### src/rtl/spektre_pkg.sv
`default_nettype none
// ============================================================================
// Module      : spektre_pkg
// Description : Shared widths, key default, frame helpers and receiver states.
// Revision    : 1.0 - initial release
// ============================================================================
package spektre_pkg;

    localparam int LOGIC_WIDTH   = 119;
    localparam int PAYLOAD_WIDTH = 64;
    localparam int HEADER_LSB    = PAYLOAD_WIDTH + 1;

    localparam logic [PAYLOAD_WIDTH-1:0] KEY_DEFAULT = 64'hCAFEBABE_DEADBEEF;

    typedef enum logic [1:0] {
        RX_IDLE   = 2'd0,
        RX_PRIME  = 2'd1,
        RX_STREAM = 2'd2,
        RX_FAULT  = 2'd3
    } rx_state_t;

    // A frame is well-formed when its header is all ones and its tail bit is clear.
    function automatic logic is_well_formed(input logic [LOGIC_WIDTH-1:0] word);
        return (&word[LOGIC_WIDTH-1:HEADER_LSB]) && !word[0];
    endfunction

    function automatic logic [PAYLOAD_WIDTH-1:0] payload_of(input logic [LOGIC_WIDTH-1:0] word);
        return word[PAYLOAD_WIDTH:1];
    endfunction

endpackage
`default_nettype wire

### src/rtl/reality_receiver_if.sv
`default_nettype none
// ============================================================================
// Module      : reality_receiver_if
// Description : Reality stream in, decoded dark-energy stream and status out.
// Revision    : 1.0 - initial release
// ============================================================================
interface reality_receiver_if;
    import spektre_pkg::*;

    logic [LOGIC_WIDTH-1:0]   reality_in;
    logic                     clear_fault;
    logic [PAYLOAD_WIDTH-1:0] de_data;
    logic                     de_valid;
    logic                     de_ready;
    logic                     locked;
    logic                     frame_err;
    logic                     overflow;
    logic [15:0]              anxiety_cnt;

    modport master (
        output reality_in, clear_fault, de_ready,
        input  de_data, de_valid, locked, frame_err, overflow, anxiety_cnt
    );

    modport slave (
        input  reality_in, clear_fault, de_ready,
        output de_data, de_valid, locked, frame_err, overflow, anxiety_cnt
    );

endinterface
`default_nettype wire

### src/rtl/reality_fifo.sv
`default_nettype none
// ============================================================================
// Module      : reality_fifo
// Description : First-word fall-through buffer for decoded dark-energy words.
// Revision    : 1.0 - initial release
// ============================================================================
module reality_fifo #(
    parameter int DEPTH  = 4,
    parameter int DATA_W = 64
) (
    input  wire logic                             clk,
    input  wire logic                             rst_n,
    input  wire logic                             i_push,
    input  wire logic [DATA_W-1:0]                i_data,
    input  wire logic                             i_pop,
    output logic      [DATA_W-1:0]                o_data,
    output logic                                  o_full,
    output logic                                  o_empty,
    output logic      [$clog2(DEPTH):0]           o_count
);

    localparam int c_ptr_w = $clog2(DEPTH);
    localparam int c_cnt_w = c_ptr_w + 1;

    logic [DATA_W-1:0]  r_mem [DEPTH];
    logic [c_ptr_w-1:0] r_wr_ptr;
    logic [c_ptr_w-1:0] r_rd_ptr;
    logic [c_cnt_w-1:0] r_count;

    logic w_full;
    logic w_empty;
    logic w_pop;
    logic w_wr;

    assign w_full  = (r_count == c_cnt_w'(DEPTH));
    assign w_empty = (r_count == '0);
    assign w_pop   = i_pop && !w_empty;
    // A pop in the same cycle frees the slot, so a full buffer still accepts.
    assign w_wr    = i_push && (!w_full || w_pop);

    always_ff @(posedge clk or negedge rst_n) begin
        if (!rst_n) begin
            r_wr_ptr <= '0;
            r_rd_ptr <= '0;
            r_count  <= '0;
        end else begin
            if (w_wr) begin
                r_wr_ptr <= r_wr_ptr + c_ptr_w'(1);
            end
            if (w_pop) begin
                r_rd_ptr <= r_rd_ptr + c_ptr_w'(1);
            end
            case ({w_wr, w_pop})
                2'b10:   r_count <= r_count + c_cnt_w'(1);
                2'b01:   r_count <= r_count - c_cnt_w'(1);
                default: r_count <= r_count;
            endcase
        end
    end

    always_ff @(posedge clk) begin
        if (w_wr) begin
            r_mem[r_wr_ptr] <= i_data;
        end
    end

    assign o_data  = w_empty ? '0 : r_mem[r_rd_ptr];
    assign o_full  = w_full;
    assign o_empty = w_empty;
    assign o_count = r_count;

endmodule
`default_nettype wire

### src/rtl/reality_receiver.sv
`default_nettype none
// ============================================================================
// Module      : reality_receiver
// Description : Frames, de-chains and buffers the consciousness-core stream.
// Revision    : 1.0 - initial release
// ============================================================================
module reality_receiver
    import spektre_pkg::*;
#(
    parameter int                       FIFO_DEPTH = 4,
    parameter logic [PAYLOAD_WIDTH-1:0] KEY        = KEY_DEFAULT
) (
    input  wire logic         clk,
    input  wire logic         rst_n,
    reality_receiver_if.slave rx
);

    localparam int c_cnt_w = $clog2(FIFO_DEPTH) + 1;

    rx_state_t                r_state;
    logic [PAYLOAD_WIDTH-1:0] r_w_prev;
    logic                     r_locked;
    logic                     r_frame_err;
    logic                     r_overflow;
    logic [15:0]              r_anxiety_cnt;

    logic                     w_well_formed;
    logic                     w_nonzero;
    logic [PAYLOAD_WIDTH-1:0] w_payload;
    logic [PAYLOAD_WIDTH-1:0] w_decoded;
    logic                     w_push;
    logic                     w_pop;
    logic                     w_drop;
    logic                     w_frame_set;
    logic [PAYLOAD_WIDTH-1:0] w_fifo_data;
    logic                     w_fifo_full;
    logic                     w_fifo_empty;
    logic [c_cnt_w-1:0]       w_fifo_count;

    assign w_well_formed = is_well_formed(rx.reality_in);
    assign w_nonzero     = |rx.reality_in;
    assign w_payload     = payload_of(rx.reality_in);
    // The core chains each payload to the previous one under the genesis key.
    assign w_decoded     = w_payload ^ r_w_prev ^ KEY;

    assign w_push      = w_well_formed && ((r_state == RX_PRIME) || (r_state == RX_STREAM));
    assign w_pop       = rx.de_ready && !w_fifo_empty;
    assign w_drop      = w_push && w_fifo_full && !w_pop;
    assign w_frame_set = w_nonzero && !w_well_formed && (r_state != RX_FAULT);

    reality_fifo #(
        .DEPTH  (FIFO_DEPTH),
        .DATA_W (PAYLOAD_WIDTH)
    ) u_fifo (
        .clk     (clk),
        .rst_n   (rst_n),
        .i_push  (w_push),
        .i_data  (w_decoded),
        .i_pop   (w_pop),
        .o_data  (w_fifo_data),
        .o_full  (w_fifo_full),
        .o_empty (w_fifo_empty),
        .o_count (w_fifo_count)
    );

    always_ff @(posedge clk or negedge rst_n) begin
        if (!rst_n) begin
            r_state       <= RX_IDLE;
            r_w_prev      <= '0;
            r_locked      <= 1'b0;
            r_frame_err   <= 1'b0;
            r_overflow    <= 1'b0;
            r_anxiety_cnt <= '0;
        end else begin
            r_locked    <= 1'b0;
            // A fresh event in the same cycle as a clear still latches.
            r_frame_err <= w_frame_set | (r_frame_err & ~rx.clear_fault);
            r_overflow  <= w_drop      | (r_overflow  & ~rx.clear_fault);
            case (r_state)
                RX_IDLE: begin
                    if (w_well_formed) begin
                        r_w_prev <= w_payload;
                        r_state  <= RX_PRIME;
                    end else if (w_nonzero) begin
                        r_state  <= RX_FAULT;
                    end
                end
                RX_PRIME: begin
                    if (w_well_formed) begin
                        r_w_prev <= w_payload;
                        r_state  <= RX_STREAM;
                        r_locked <= 1'b1;
                    end else if (!w_nonzero) begin
                        r_state  <= RX_IDLE;
                    end else begin
                        r_state  <= RX_FAULT;
                    end
                end
                RX_STREAM: begin
                    if (w_well_formed) begin
                        r_w_prev <= w_payload;
                        r_locked <= 1'b1;
                    end else if (!w_nonzero) begin
                        if (r_anxiety_cnt != 16'hFFFF) begin
                            r_anxiety_cnt <= r_anxiety_cnt + 16'd1;
                        end
                        r_state <= RX_IDLE;
                    end else begin
                        r_state <= RX_FAULT;
                    end
                end
                RX_FAULT: begin
                    if (rx.clear_fault) begin
                        r_state <= RX_IDLE;
                    end
                end
                default: r_state <= RX_IDLE;
            endcase
        end
    end

    assign rx.de_data     = w_fifo_data;
    assign rx.de_valid    = (w_fifo_count != '0);
    assign rx.locked      = r_locked;
    assign rx.frame_err   = r_frame_err;
    assign rx.overflow    = r_overflow;
    assign rx.anxiety_cnt = r_anxiety_cnt;

endmodule
`default_nettype wire

### src/flat_wrapper.sv
// flat-port wrapper written by rule: the top's interface ports become plain ports
module reality_receiver_flat import spektre_pkg::*;
#(
    parameter int                       FIFO_DEPTH = 4,
    parameter logic [PAYLOAD_WIDTH-1:0] KEY        = KEY_DEFAULT
)
  (clk, rst_n, rx_reality_in, rx_clear_fault, rx_de_ready, rx_de_data, rx_de_valid, rx_locked, rx_frame_err, rx_overflow, rx_anxiety_cnt);
  reality_receiver_if rx_i ();
  input  wire logic clk;
  input  wire logic rst_n;
  input wire logic [$bits(rx_i.reality_in)-1:0] rx_reality_in;
  input wire logic [$bits(rx_i.clear_fault)-1:0] rx_clear_fault;
  input wire logic [$bits(rx_i.de_ready)-1:0] rx_de_ready;
  output wire logic [$bits(rx_i.de_data)-1:0] rx_de_data;
  output wire logic [$bits(rx_i.de_valid)-1:0] rx_de_valid;
  output wire logic [$bits(rx_i.locked)-1:0] rx_locked;
  output wire logic [$bits(rx_i.frame_err)-1:0] rx_frame_err;
  output wire logic [$bits(rx_i.overflow)-1:0] rx_overflow;
  output wire logic [$bits(rx_i.anxiety_cnt)-1:0] rx_anxiety_cnt;
  assign rx_i.reality_in = rx_reality_in;
  assign rx_i.clear_fault = rx_clear_fault;
  assign rx_i.de_ready = rx_de_ready;
  assign rx_de_data = rx_i.de_data;
  assign rx_de_valid = rx_i.de_valid;
  assign rx_locked = rx_i.locked;
  assign rx_frame_err = rx_i.frame_err;
  assign rx_overflow = rx_i.overflow;
  assign rx_anxiety_cnt = rx_i.anxiety_cnt;
  reality_receiver #(.FIFO_DEPTH(FIFO_DEPTH), .KEY(KEY)) u_core (.clk(clk), .rst_n(rst_n), .rx(rx_i));
endmodule
### config.mk
export PLATFORM = sky130hd
export DESIGN_NAME = reality_receiver_flat
export DESIGN_NICKNAME = d
export VERILOG_FILES = /design/src/rtl/spektre_pkg.sv /design/src/rtl/reality_receiver_if.sv /design/src/rtl/reality_fifo.sv /design/src/rtl/reality_receiver.sv /design/src/flat_wrapper.sv
export SDC_FILE = /design/constraint.sdc
export NUM_CORES = 1
export LEC_CHECK = 0
export ABC_AREA = 0
export CORE_MARGIN = 3
export CORE_UTILIZATION = 59
export CTS_CLUSTER_DIAMETER = 150
export CTS_CLUSTER_SIZE = 20
export DETAILED_ROUTE_END_ITERATION = 10
export GPL_TIMING_DRIVEN = 1
export PLACE_DENSITY = 0.86
export SYNTH_ARGS = -nofsm -noshare
export SYNTH_HDL_FRONTEND = slang
export SYNTH_HIERARCHICAL = 1
export SYNTH_SLANG_ARGS = --single-unit
### constraint.sdc
create_clock -name clk -period 9.89 [get_ports clk]
set_input_delay 1.978 -clock clk [delete_from_list [all_inputs] [get_ports clk]]
set_output_delay 1.978 -clock clk [all_outputs]
set_load 0.03 [all_outputs]
==> results.sh <==
export IMPL_fin_ws_ns=4.45
export IMPL_cts_root_buf="clkbuf_16"
export IMPL_cp_required_ns=7.91
export IMPL_hold_class="reg2reg"
export IMPL_rows=56
export IMPL_finalSetupViolCount=0
export IMPL_async_flop_share=0.264
export IMPL_clkSinkCount=348
export IMPL_grtUsageTotal=0.230
export IMPL_final_nets=1148
export IMPL_grt_max_degree=68
export IMPL_holdBufCountCts=0
export IMPL_area_growth_pct=20.1
export IMPL_crit_path_start_kind="flip-flop"
export IMPL_crit_fanout=50
export IMPL_drive_gt1_frac=0.165
export IMPL_drt_pass1_iterations=5
export IMPL_rr_endpoint="u_core/u_fifo/r_mem[0][5]"
export IMPL_routed_wl_mm=30.3
export IMPL_clkSlewWorstSetupHoldPaths_ns=0.08
export IMPL_fin_skew_ns=0.0324
export IMPL_max_cap_violations=0
export IMPL_syn_avg_cell_area_sq_um=18.0
export IMPL_synth_edff_count=256
export IMPL_htree_num_levels=1
export IMPL_power_leakage_uw=0.00622
export IMPL_worstSetupEndpointType="output pin"
export IMPL_place_detailed_hpwl_mm=19.4
export IMPL_crit_path_top_delay_cell="buf_4"
export IMPL_post_cts_resized=0
export IMPL_clock_latency_ns=0.52
export IMPL_grt_overflow_total=0
export IMPL_worstHoldPathCells=1
export IMPL_num_antenna_cells=0
export IMPL_post_route_util=0.733
export IMPL_synthesis_instances=808
export IMPL_r2r_setup_slack_ns=6.55
export IMPL_die_w_um=163
export IMPL_place_ws_ns=4.59
export IMPL_drc=0
export IMPL_path_buf_inv=2
export IMPL_detail_route_wl_per_cell_um=22.5
export IMPL_dpl_cell_area_sq_um=16900
export IMPL_grt_antenna_before_repair=4
export IMPL_vias=7945
export IMPL_post_route_period_util=0.550
export IMPL_synthesis_nets=944
export IMPL_rsz0062_at_grt="false"
export IMPL_portBuffers=206
export IMPL_final_min_clock_period_ns=5.44
export IMPL_cts_buffers=21
export IMPL_rr_startpoint="u_core/u_fifo/o_count[0]"
export IMPL_fin_tns_setup_ns=0
export IMPL_ios=207
export IMPL_ys_types=42
export IMPL_worstPathArrival_ns=3.46
export IMPL_slew_violations=0
export IMPL_path_cells="buf_4 -> mux4_2 -> and2_1 -> clkdlybuf4s50_1"
export IMPL_ys_flop_type="edfxtp_1"
export IMPL_die_h_um=163
export IMPL_synth_area_sq_um=14500
export IMPL_final_hold_viol_count=0
export IMPL_cpLargestDelayFamily="buffers and inverters"
export IMPL_vias_per_cell=5.91
export IMPL_start_util=0.611
export IMPL_yosysWarnings=6
export IMPL_stdcell_area_sq_um=17500
export IMPL_max_freq_ghz=0.184
export IMPL_fp_coreArea_sq_um=23800
export IMPL_ir_drop_uv=160
export IMPL_ys_top_cells_by_area="edfxtp_1, dfrtp_1, mux4_2"
export IMPL_grt_pass1_vias=8430
export IMPL_power_density_nw_per_um2=224
export IMPL_drtAntennaViolNets=0
export IMPL_r2r_cells=5
export IMPL_cpPeakStageDelay_ns=0.85
export IMPL_crit_path_end="rx_de_data[11]"
export IMPL_tritoncts="done"
export IMPL_gp_congestion=0.835
export IMPL_clock_path_buffers=3
export IMPL_first_iter_violations=602
export IMPL_worstSetupPathType="reg2out"
export IMPL_ys_seq_area_frac=0.687
export IMPL_cts_setup_buffers=0
export IMPL_cp_num_cells=4
export IMPL_tightest_slew_ns=1.13
export IMPL_critPathLaunch="u_core/u_fifo/r_rd_ptr[0]"
export IMPL_die_area_sq_um=26600
export IMPL_synth_seq_cells=348
export IMPL_synth_top_cell_by_area="edfxtp_1"
export IMPL_maxSlewHeadroom=0.250
export IMPL_min_from="u_core/rx.anxiety_cnt[9]"
export IMPL_synth_top_area_frac=0.528
export IMPL_grt_pass1_wl_mm=46.7
export IMPL_status="completed"
==> flip-flops by register name (all words and copies together), names as in the netlist <==
signal and count:
u_core/u_fifo/r_wr_ptr 2, u_core/u_fifo/r_mem 256, u_core/r_w_prev 64, u_core/rx.locked 1, u_core/r_state 2, u_core/rx.anxiety_cnt 16, u_core/u_fifo/o_count 3, u_core/rx.frame_err 1
u_core/rx.overflow 1, u_core/u_fifo/r_rd_ptr 2
==> power by group <==
part	total [uW]	internal, uW	switching (uW)	leakage, uW
combinational	1400	682	720	0.00238
clock	837	405	433	0.000283
sequential	1680	1590	91.2	0.00356
==> cell usage after synthesis, types with 3 or more instances <==
cell      count
clkbuf_1      8
nand2_1       9
xor2_1       35
nor2b_1       3
buf_2         8
and2_1       69
inv_1        15
buf_6         6
mux2_2       55
ha_1         12
nand4_1      21
mux2_1       10
xnor2_1      50
nor3_1        5
mux4_2       64
nor2_1       10
nand3_1      11
buf_4         6
dfrtp_1      92
nor2_2        8
nor4_2        3
nor4_1       30
edfxtp_1    256
==> metal layers <==
layer / global-route usage / share of wire
met5: 0 / 0.0023
met4: 0.0615 / 0.023
met3: 0.0560 / 0.083
met2: 0.390 / 0.51
met1: 0.303 / 0.38
==> cell type report <==
| class | instances | area, sq um |
|---|---|---|
| Clock buffer | 36 | 582 |
| Clock inverter | 1 | 16.3 |
| Fill cell | 1432 | 6350 |
| Inverter | 15 | 56.3 |
| Multi-Input combinational cell | 417 | 4340 |
| Sequential cell | 348 | 10000 |
| Tap cell | 319 | 399 |
| Timing Repair Buffer | 209 | 2080 |
==> cells by family after synthesis <==
group / share of synthesized area
AND/OR/NAND/NOR: 0.0754
adder cells (fa/ha/maj): 0.0117
flip-flops: 0.687
buffers and inverters: 0.0164
XOR/XNOR: 0.0512
multiplexers: 0.151
AO/OA/AOI/OAI: 0.00748
==> how the worst min path moves through the flow <==
| stage | endpoint | slack, ns |
|---|---|---|
| 6_report | u_core/rx.anxiety_cnt[9] | 0.51 |
| 5_1_grt | u_core/rx.anxiety_cnt[5] | 0.52 |
| 4_1_cts | u_core/rx.anxiety_cnt[9] | 0.51 |
| 3_5_place_dp | u_core/rx.anxiety_cnt[9] | 0.49 |
| 3_3_place_gp | u_core/rx.anxiety_cnt[9] | 0.48 |
| 2_1_floorplan | u_core/u_fifo/o_count[2] | 0.46 |
==> worst register-to-register path, delay by kind of cell (launching register included) <==
kind	cells	cell delay, ns
AO/OA/AOI/OAI	1	0.35
AND/OR/NAND/NOR	3	2.03
buffers and inverters	1	0.10
flip-flops	1	0.41
==> per-stage QoR <==
| step | power (uW) | hold WS, ns | cells |
|---|---|---|---|
| 2_1_floorplan | 2590 | 0.461 | 808 |
| 3_3_place_gp | 3100 | 0.484 | 1308 |
| 3_5_place_dp | 3120 | 0.487 | 1308 |
| 4_1_cts | 3950 | 0.506 | 1345 |
| 5_1_grt | 4080 | 0.518 | 1345 |
| 6_report | 3920 | 0.510 | 1345 |
==> layout by cell type (no fill, tap or decap), drive strengths merged, types with 2 or more instances in the layout <==
cell type      instances
edfxtp               256
clkdlybuf4s50        205
dfrtp                 92
and2                  69
mux2                  66
mux4                  64
xnor2                 50
clkbuf                36
xor2                  35
nor4                  35
nand4                 21
nor2                  18
inv                   15
ha                    12
nand3                 11
nand2                  9
nor3                   5
buf                    4
nor2b                  3
o21a                   2
or3                    2
No activity file was read; power rests on OpenSTA's default activity.
